### src/rtl/pipe_stage_reg.sv
// Generic pipeline stage register with valid/ready handshake, stall, flush
// and a saturating bubble counter. Control bits read as zero whenever the
// stage presents no valid op.
// Optional feature: define SKID_BUF_EN to add a one-entry skid buffer, which
// removes the combinational out_ready -> in_ready path.
module pipe_stage_reg #(
  parameter int unsigned DATA_W = 106,
  parameter int unsigned CTRL_W = 5,
  parameter int unsigned CNT_W  = 16
) (
  input  logic              clk,
  input  logic              reset,
  input  logic              stall,
  input  logic              flush,
  input  logic              in_valid,
  output logic              in_ready,
  input  logic [DATA_W-1:0] in_data,
  input  logic [CTRL_W-1:0] in_ctrl,
  output logic              out_valid,
  input  logic              out_ready,
  output logic [DATA_W-1:0] out_data,
  output logic [CTRL_W-1:0] out_ctrl,
  output logic [CNT_W-1:0]  bubble_cnt
);

  logic              r_vld;
  logic [DATA_W-1:0] r_data;
  logic [CTRL_W-1:0] r_ctrl;
  logic [CNT_W-1:0]  r_cnt;

  logic              w_vld_d;
  logic [DATA_W-1:0] w_data_d;
  logic [CTRL_W-1:0] w_ctrl_d;
  logic              w_in_fire;
  logic              w_out_fire;

  // Stall masks the presented op without touching the registers.
  assign out_valid  = r_vld & ~stall;
  assign out_ctrl   = out_valid ? r_ctrl : '0;
  assign out_data   = r_data;
  assign bubble_cnt = r_cnt;
  assign w_in_fire  = in_valid & in_ready;
  assign w_out_fire = out_valid & out_ready;

`ifdef SKID_BUF_EN
  logic              r_skid_vld;
  logic [DATA_W-1:0] r_skid_data;
  logic [CTRL_W-1:0] r_skid_ctrl;
  logic              w_skid_vld_d;
  logic [DATA_W-1:0] w_skid_data_d;
  logic [CTRL_W-1:0] w_skid_ctrl_d;

  assign in_ready = ~reset & ~r_skid_vld & ~stall & ~flush;

  // Next state: main slot refills from skid first so ordering is preserved.
  always_comb begin
    w_vld_d       = r_vld;
    w_data_d      = r_data;
    w_ctrl_d      = r_ctrl;
    w_skid_vld_d  = r_skid_vld;
    w_skid_data_d = r_skid_data;
    w_skid_ctrl_d = r_skid_ctrl;
    if (flush) begin
      w_vld_d      = 1'b0;
      w_ctrl_d     = '0;
      w_skid_vld_d = 1'b0;
    end else if (!stall) begin
      if (w_out_fire || !r_vld) begin
        if (r_skid_vld) begin
          w_vld_d       = 1'b1;
          w_data_d      = r_skid_data;
          w_ctrl_d      = r_skid_ctrl;
          w_skid_vld_d  = w_in_fire;
          w_skid_data_d = w_in_fire ? in_data : r_skid_data;
          w_skid_ctrl_d = w_in_fire ? in_ctrl : r_skid_ctrl;
        end else if (w_in_fire) begin
          w_vld_d  = 1'b1;
          w_data_d = in_data;
          w_ctrl_d = in_ctrl;
        end else begin
          w_vld_d  = 1'b0;
          w_ctrl_d = '0;
        end
      end else if (w_in_fire) begin
        w_skid_vld_d  = 1'b1;
        w_skid_data_d = in_data;
        w_skid_ctrl_d = in_ctrl;
      end
    end
  end

  // Skid entry registers.
  always_ff @(posedge clk) begin
    if (reset) begin
      r_skid_vld  <= 1'b0;
      r_skid_data <= '0;
      r_skid_ctrl <= '0;
    end else begin
      r_skid_vld  <= w_skid_vld_d;
      r_skid_data <= w_skid_data_d;
      r_skid_ctrl <= w_skid_ctrl_d;
    end
  end
`else
  assign in_ready = ~reset & ~stall & ~flush & (~r_vld | out_ready);

  // Next state: load on accept, drain to a bubble on output-only transfer.
  always_comb begin
    w_vld_d  = r_vld;
    w_data_d = r_data;
    w_ctrl_d = r_ctrl;
    if (flush) begin
      w_vld_d  = 1'b0;
      w_ctrl_d = '0;
    end else if (!stall) begin
      if (w_in_fire) begin
        w_vld_d  = 1'b1;
        w_data_d = in_data;
        w_ctrl_d = in_ctrl;
      end else if (w_out_fire) begin
        w_vld_d  = 1'b0;
        w_ctrl_d = '0;
      end
    end
  end
`endif

  // Main stage registers.
  always_ff @(posedge clk) begin
    if (reset) begin
      r_vld  <= 1'b0;
      r_data <= '0;
      r_ctrl <= '0;
    end else begin
      r_vld  <= w_vld_d;
      r_data <= w_data_d;
      r_ctrl <= w_ctrl_d;
    end
  end

  // Bubble counter: counts cycles whose updated valid is 0, saturating.
  always_ff @(posedge clk) begin
    if (reset) begin
      r_cnt <= '0;
    end else if (!w_vld_d && (r_cnt != '1)) begin
      r_cnt <= r_cnt + CNT_W'(1);
    end
  end

endmodule

### config.mk
export PLATFORM = sky130hd
export DESIGN_NAME = pipe_stage_reg
export DESIGN_NICKNAME = d
export VERILOG_FILES = /design/src/rtl/pipe_stage_reg.sv
export SDC_FILE = /design/constraint.sdc
export NUM_CORES = 1
export LEC_CHECK = 0
export BUFFER_PORTS_ARGS = -buffer_cell sky130_fd_sc_hd__buf_2
export CORE_MARGIN = 5
export CORE_UTILIZATION = 51
export CTS_BUF_LIST = sky130_fd_sc_hd__clkbuf_4
export CTS_CLUSTER_SIZE = 24
export DETAILED_ROUTE_END_ITERATION = 10
export GPL_TIMING_DRIVEN = 0
export HOLD_SLACK_MARGIN = 0.12
export PLACE_DENSITY = 0.95
export SETUP_SLACK_MARGIN = 0.2
export SYNTH_ARGS = -nofsm -noshare
export SYNTH_HDL_FRONTEND = slang
export SYNTH_SLANG_ARGS = --single-unit
export TNS_END_PERCENT = 50
### constraint.sdc
create_clock -name clk -period 3.2 [get_ports clk]
set_input_delay 0.48 -clock clk [delete_from_list [all_inputs] [get_ports clk]]
set_output_delay 0.48 -clock clk [all_outputs]
set_load 0.005 [all_outputs]
---- Word level (Yosys, flattened, before mapping) ----
Cells that the tools add are included.
operators by class
  $add $sub $neg .......................... 1
  eq/ne operators ......................... 1
  reduce and logical (&&, ||, !) cells .... 6
  bitwise gates (word level) .............. 11
  muxes and demuxes ....................... 7
operators by type and width
  cell                                                             number
  16-bit by 1-bit adder with 16-bit output, second input constant  1
  16-bit != test, second input constant                            1
  5-bit two-way mux                                                3
  1-bit AND                                                        6
  1-bit two-way mux                                                4
  1-bit inverter                                                   4
  3-bit AND reduction                                              1
  2-bit AND reduction                                              1
  2-bit nonzero test                                               1
  2-bit OR reduction                                               1
  1-bit logical AND                                                1
  1-bit zero test                                                  1
  1-bit bitwise OR                                                 1
word-level totals
  register bits ........................... 128
  output and inout port bits .............. 129

---- Depth between registers and ports, before layout ----
  depth in word-level cells ............... 10
  mapped depth ............................ 7

---- Worst setup path after synthesis ----
Ideal clock, no wire load.
  kind .................................... input port to flip-flop
  start point ............................. input reset
  end point ............................... register r_data[0], in the netlist out_data[0]
  required time ........................... 3.068 ns
  data arrival time ....................... 1.723 ns
  buffers on the path ..................... 3
  stages on the path ...................... 7
  path slack .............................. 1.345 ns
  cell sequence ........................... or2_1 > buf_2 > or4b_4 > buf_6 > buf_6 > nand2_1 > a21oi_1
on the way
  cells in the longest elaborated chain, start to end .. 6
ends and longest elaborated chain
  what                                  RTL line  RTL
  from (decl)                           12        input logic reset,
  1-bit inverter                        105       assign in_ready = ~reset & ~stall & ~flush & (~r_vld | out_ready);
  1-bit AND (3 in series)               105
  1-bit AND                             42        assign w_in_fire = in_valid & in_ready;
  3-bit AND reduction (no source line)  -
  to (signal assigned)                  136       r_data <= w_data_d;
  to (decl)                             27        logic [DATA_W-1:0] r_data;
Parallel ways exist; a longest one is shown, timed or not.
A chain may end at the register's enable or synchronous reset.

---- Worst setup path in the final report ----
  start point ............................. register r_cnt[0], in the netlist bubble_cnt[0]
  end point ............................... register r_cnt[6], in the netlist bubble_cnt[6]
on the way
  cells in the longest elaborated chain, start to end .. 2
ends and longest elaborated chain
  what                                                                              RTL line  RTL
  from (decl)                                                                       29        logic [CNT_W-1:0] r_cnt;
  from (signal assigned)                                                            146       r_cnt <= r_cnt + CNT_W'(1);
  branches (longest 2 deep; another with 16-bit by 1-bit adder with 16-bit output)  -
Parallel ways; which one is timed is not known.

==> metrics.txt <==
Num CTS Buffers=17; fin crit share=67.5%; clock skew=0.0178 ns; P_int=2.44 mW; reg2reg path depth=6; Starting Density=52.5%; Synth Warn #=0; Setup Fix Bufs, Post-CTS=0; FP Rows=35; Top Ports=246; power density cells=486 nW/um^2; hpwl dp=11100 um; gr ovfl total=0; Post-Synth Simple-Gate Area=25.9%; Comb power frac=7.3%; Flop pwr share=51.4%; initial antenna violation count=0; post-synthesis cell area=4850 sq um; H-Tree Depth=4; PortBufs=245; routability cong.=0.843; class of the worst hold path=in2reg; sequential cell area=2560 sq um; area occupied by multi-input gates=2030 sq um; Synth Area in XOR/XNOR=0%; # diodes=0; Final nets=982; Synth Flop Type=dfxtp_1; Post-CTS Resized=0; Hold Path Depth=3; worst setup path end=bubble_cnt[6]$_SDFFE_PP0P_; RSZ-0062 raised after global routing=no; proportion of synthesized area in mux cells=1.39%; synthesis-stage register bit count=128; TNS Setup=0 ns; CP Max Fanout=10; r2r setup slk=1.04 ns; commonest non-fill, non-tap cell in the layout=buf_2; Total Routed Length=14600 um; vias in the first global route=4954; post-layout min period=2.16 ns; worst endpoint data arrival time=2.55 ns; global-route wire length before repair=22800 um; net switching power figure=0.756 mW; Clock Power Share=41.4%; reg2reg start=bubble_cnt[0]$_SDFFE_PP0P_; FMAX=463 MHz; CP Capture Type=flip-flop; Filler Cell Count=764; ys async rst share=0%; DRT iter0 DRCs=263; Syn Area/Cell=8.08 sq um; Hold-fix buffers, CTS=0; First-pass DRT Iterations=4; Unique masters post-synth=32; status=complete, no violations; final hold vios=0; register area share after synthesis=52.9%; Root Buffer=clkbuf_4; max-capacitance violation count=0; Die W=108 um; # setup viols final=0; largest family of logic cells by synthesized area=simple AND/OR/NAND/NOR gates; critical path's largest stage delay=0.56 ns; most frequent cells in the layout=buf_2 (257), nand2_1 (222), dfxtp_1 (128); CTS sink count=128; clock buffer depth=2; adder and majority cell fraction of the synthesized area=0.258%; routed length per instance=14.5 um; Synth Area in Compound Gates=14.2%; Pleak=2.95 nW; CP Launch Type=flip-flop; # DRC=0; crit path cell chain=ha_1 -> nand3_1 -> nor4_2 -> buf_4 -> nor4_1 -> mux2_2; Syn Nets=718; peak supply drop=0.000412 V; Die H=108 um; Slew HR=61.9%; Worst Tran Pin Value=0.571 ns; Total Routing Usage GR=24.5%; TritonCTS clock tree=yes; CP max-delay cell=nor4_2; Core Box Area=9240 sq um; post-route ant nets=0; Worst-path clk slew=0.12 ns; CP required=3.59 ns; Cells after Synth=600; Setup crit start=bubble_cnt[0]$_SDFFE_PP0P_; WP depth=6; critical path type=reg2reg; largest net degree at the start of global routing=17; Post-synth EDFFs=0; area delta synth->final=35.8%; clk_lat worst skew=0.49 ns; Die ar.=11600 sq um; vias after detailed routing=5093; Slew Limit Fails=0; WP buf/inv=1; worst slack at placement=0.901 ns; DR vias/cell=5.06; cell family contributing the most delay on the critical path=simple AND/OR/NAND/NOR gates; share of cells above drive strength 1=35.2%; setup ws final=1.04 ns; switching share of power=23.6%; Worst R2R End=bubble_cnt[6]$_SDFFE_PP0P_
## worst min path at each step
stage,startpoint,to
finish,in_data[58],out_data[58]$_SDFFE_PP0P_
global route,in_data[16],out_data[16]$_SDFFE_PP0P_
CTS,in_data[16],out_data[16]$_SDFFE_PP0P_
detailed placement,out_data[80]$_SDFFE_PP0P_,out_data[80]$_SDFFE_PP0P_
global placement,out_data[92]$_SDFFE_PP0P_,out_data[92]$_SDFFE_PP0P_
floorplan,r_ctrl[0]$_SDFFE_PP0P_,r_ctrl[0]$_SDFFE_PP0P_
## stage by stage
| stage | utilization, % | instances | power, mW | instance area [sq um] | hold WS, ns |
|---|---|---|---|---|---|
| 2_1_floorplan | - | 600 | 1.78 | 4850 | 0.443 |
| 4_1_cts | 71.3 | 1006 | 3.22 | 6590 | 0.163 |
| 6_report | 71.3 | 1006 | 3.20 | 6590 | 0.205 |
| 3_3_place_gp | 67.5 | 974 | 1.91 | 6240 | 0.438 |
| 3_5_place_dp | 67.5 | 974 | 1.91 | 6240 | 0.443 |
| 5_1_grt | 71.3 | 1006 | 3.34 | 6590 | 0.138 |
## worst reg2reg max path: stages, from the launching register on
cell     delay, ns
dfxtp_1       0.43
ha_1          0.21
nand3_1       0.26
nor4_2        0.56
buf_4         0.27
nor4_1        0.06
mux2_2        0.28
## sequential cells by signal, summed over array words and instances (netlist names)
signal      flops
out_data      106
r_vld           1
r_ctrl          5
bubble_cnt     16
## layout make-up
cell class                      instances  share of cell area [%]
Multi-Input combinational cell        428                    30.8
Tap cell                              129                    2.45
Sequential cell                       128                    38.9
Clock inverter                         14                    3.25
Buffer                                 42                    3.82
Timing Repair Buffer                  245                    18.6
Clock buffer                           18                    2.05
Inverter                                2                   0.114
## power groups by stage
| stage | clock (mW) | combinational, mW | sequential, mW |
|---|---|---|---|
| global placement | 0 | 0.229 | 1.68 |
| global route | 1.43 | 0.261 | 1.65 |
| floorplan | 0 | 0.0943 | 1.68 |
| detailed placement | 0 | 0.233 | 1.68 |
| finish | 1.32 | 0.233 | 1.64 |
| CTS | 1.34 | 0.235 | 1.64 |
## cells in the mapped netlist (4+ instances only)
| cell type | count | area share (%) |
|---|---|---|
| nand2_1 | 222 | 17 |
| dfxtp_1 | 128 | 53 |
| a21oi_1 | 121 | 12 |
| clkbuf_1 | 19 | 1.5 |
| buf_2 | 12 | 1.2 |
| buf_6 | 10 | 2.3 |
| nand3_1 | 10 | 1.0 |
| nor2_1 | 8 | 0.62 |
| nor2b_1 | 8 | 1.0 |
| o31ai_1 | 7 | 1.1 |
| or4_1 | 7 | 1.1 |
| mux2_2 | 6 | 1.4 |
| and2_1 | 5 | 0.65 |
| nand4_1 | 5 | 0.65 |
| nor4_1 | 5 | 0.65 |
| and4_1 | 4 | 0.72 |
| nor3_1 | 4 | 0.41 |
## metal layers
layer  vias up  share of wire (%)  track usage (%)
met5         -                  0                0
met4         0                2.3             8.21
met3        31                8.1             7.74
met2       220                 51             44.6
met1      2303                 39             26.8
li1       2539                  -                -
## cell families (layout without fill, tap and decap cells)
family | Yosys count | count (layout)
buffers and inverters | 44 | 321
flip-flops | 128 | 128
adder cells (fa/ha/maj) | 1 | 1
AO/OA/AOI/OAI | 133 | 133
AND/OR/NAND/NOR | 288 | 288
multiplexers | 6 | 6
Power figures use the tool's default switching activity.
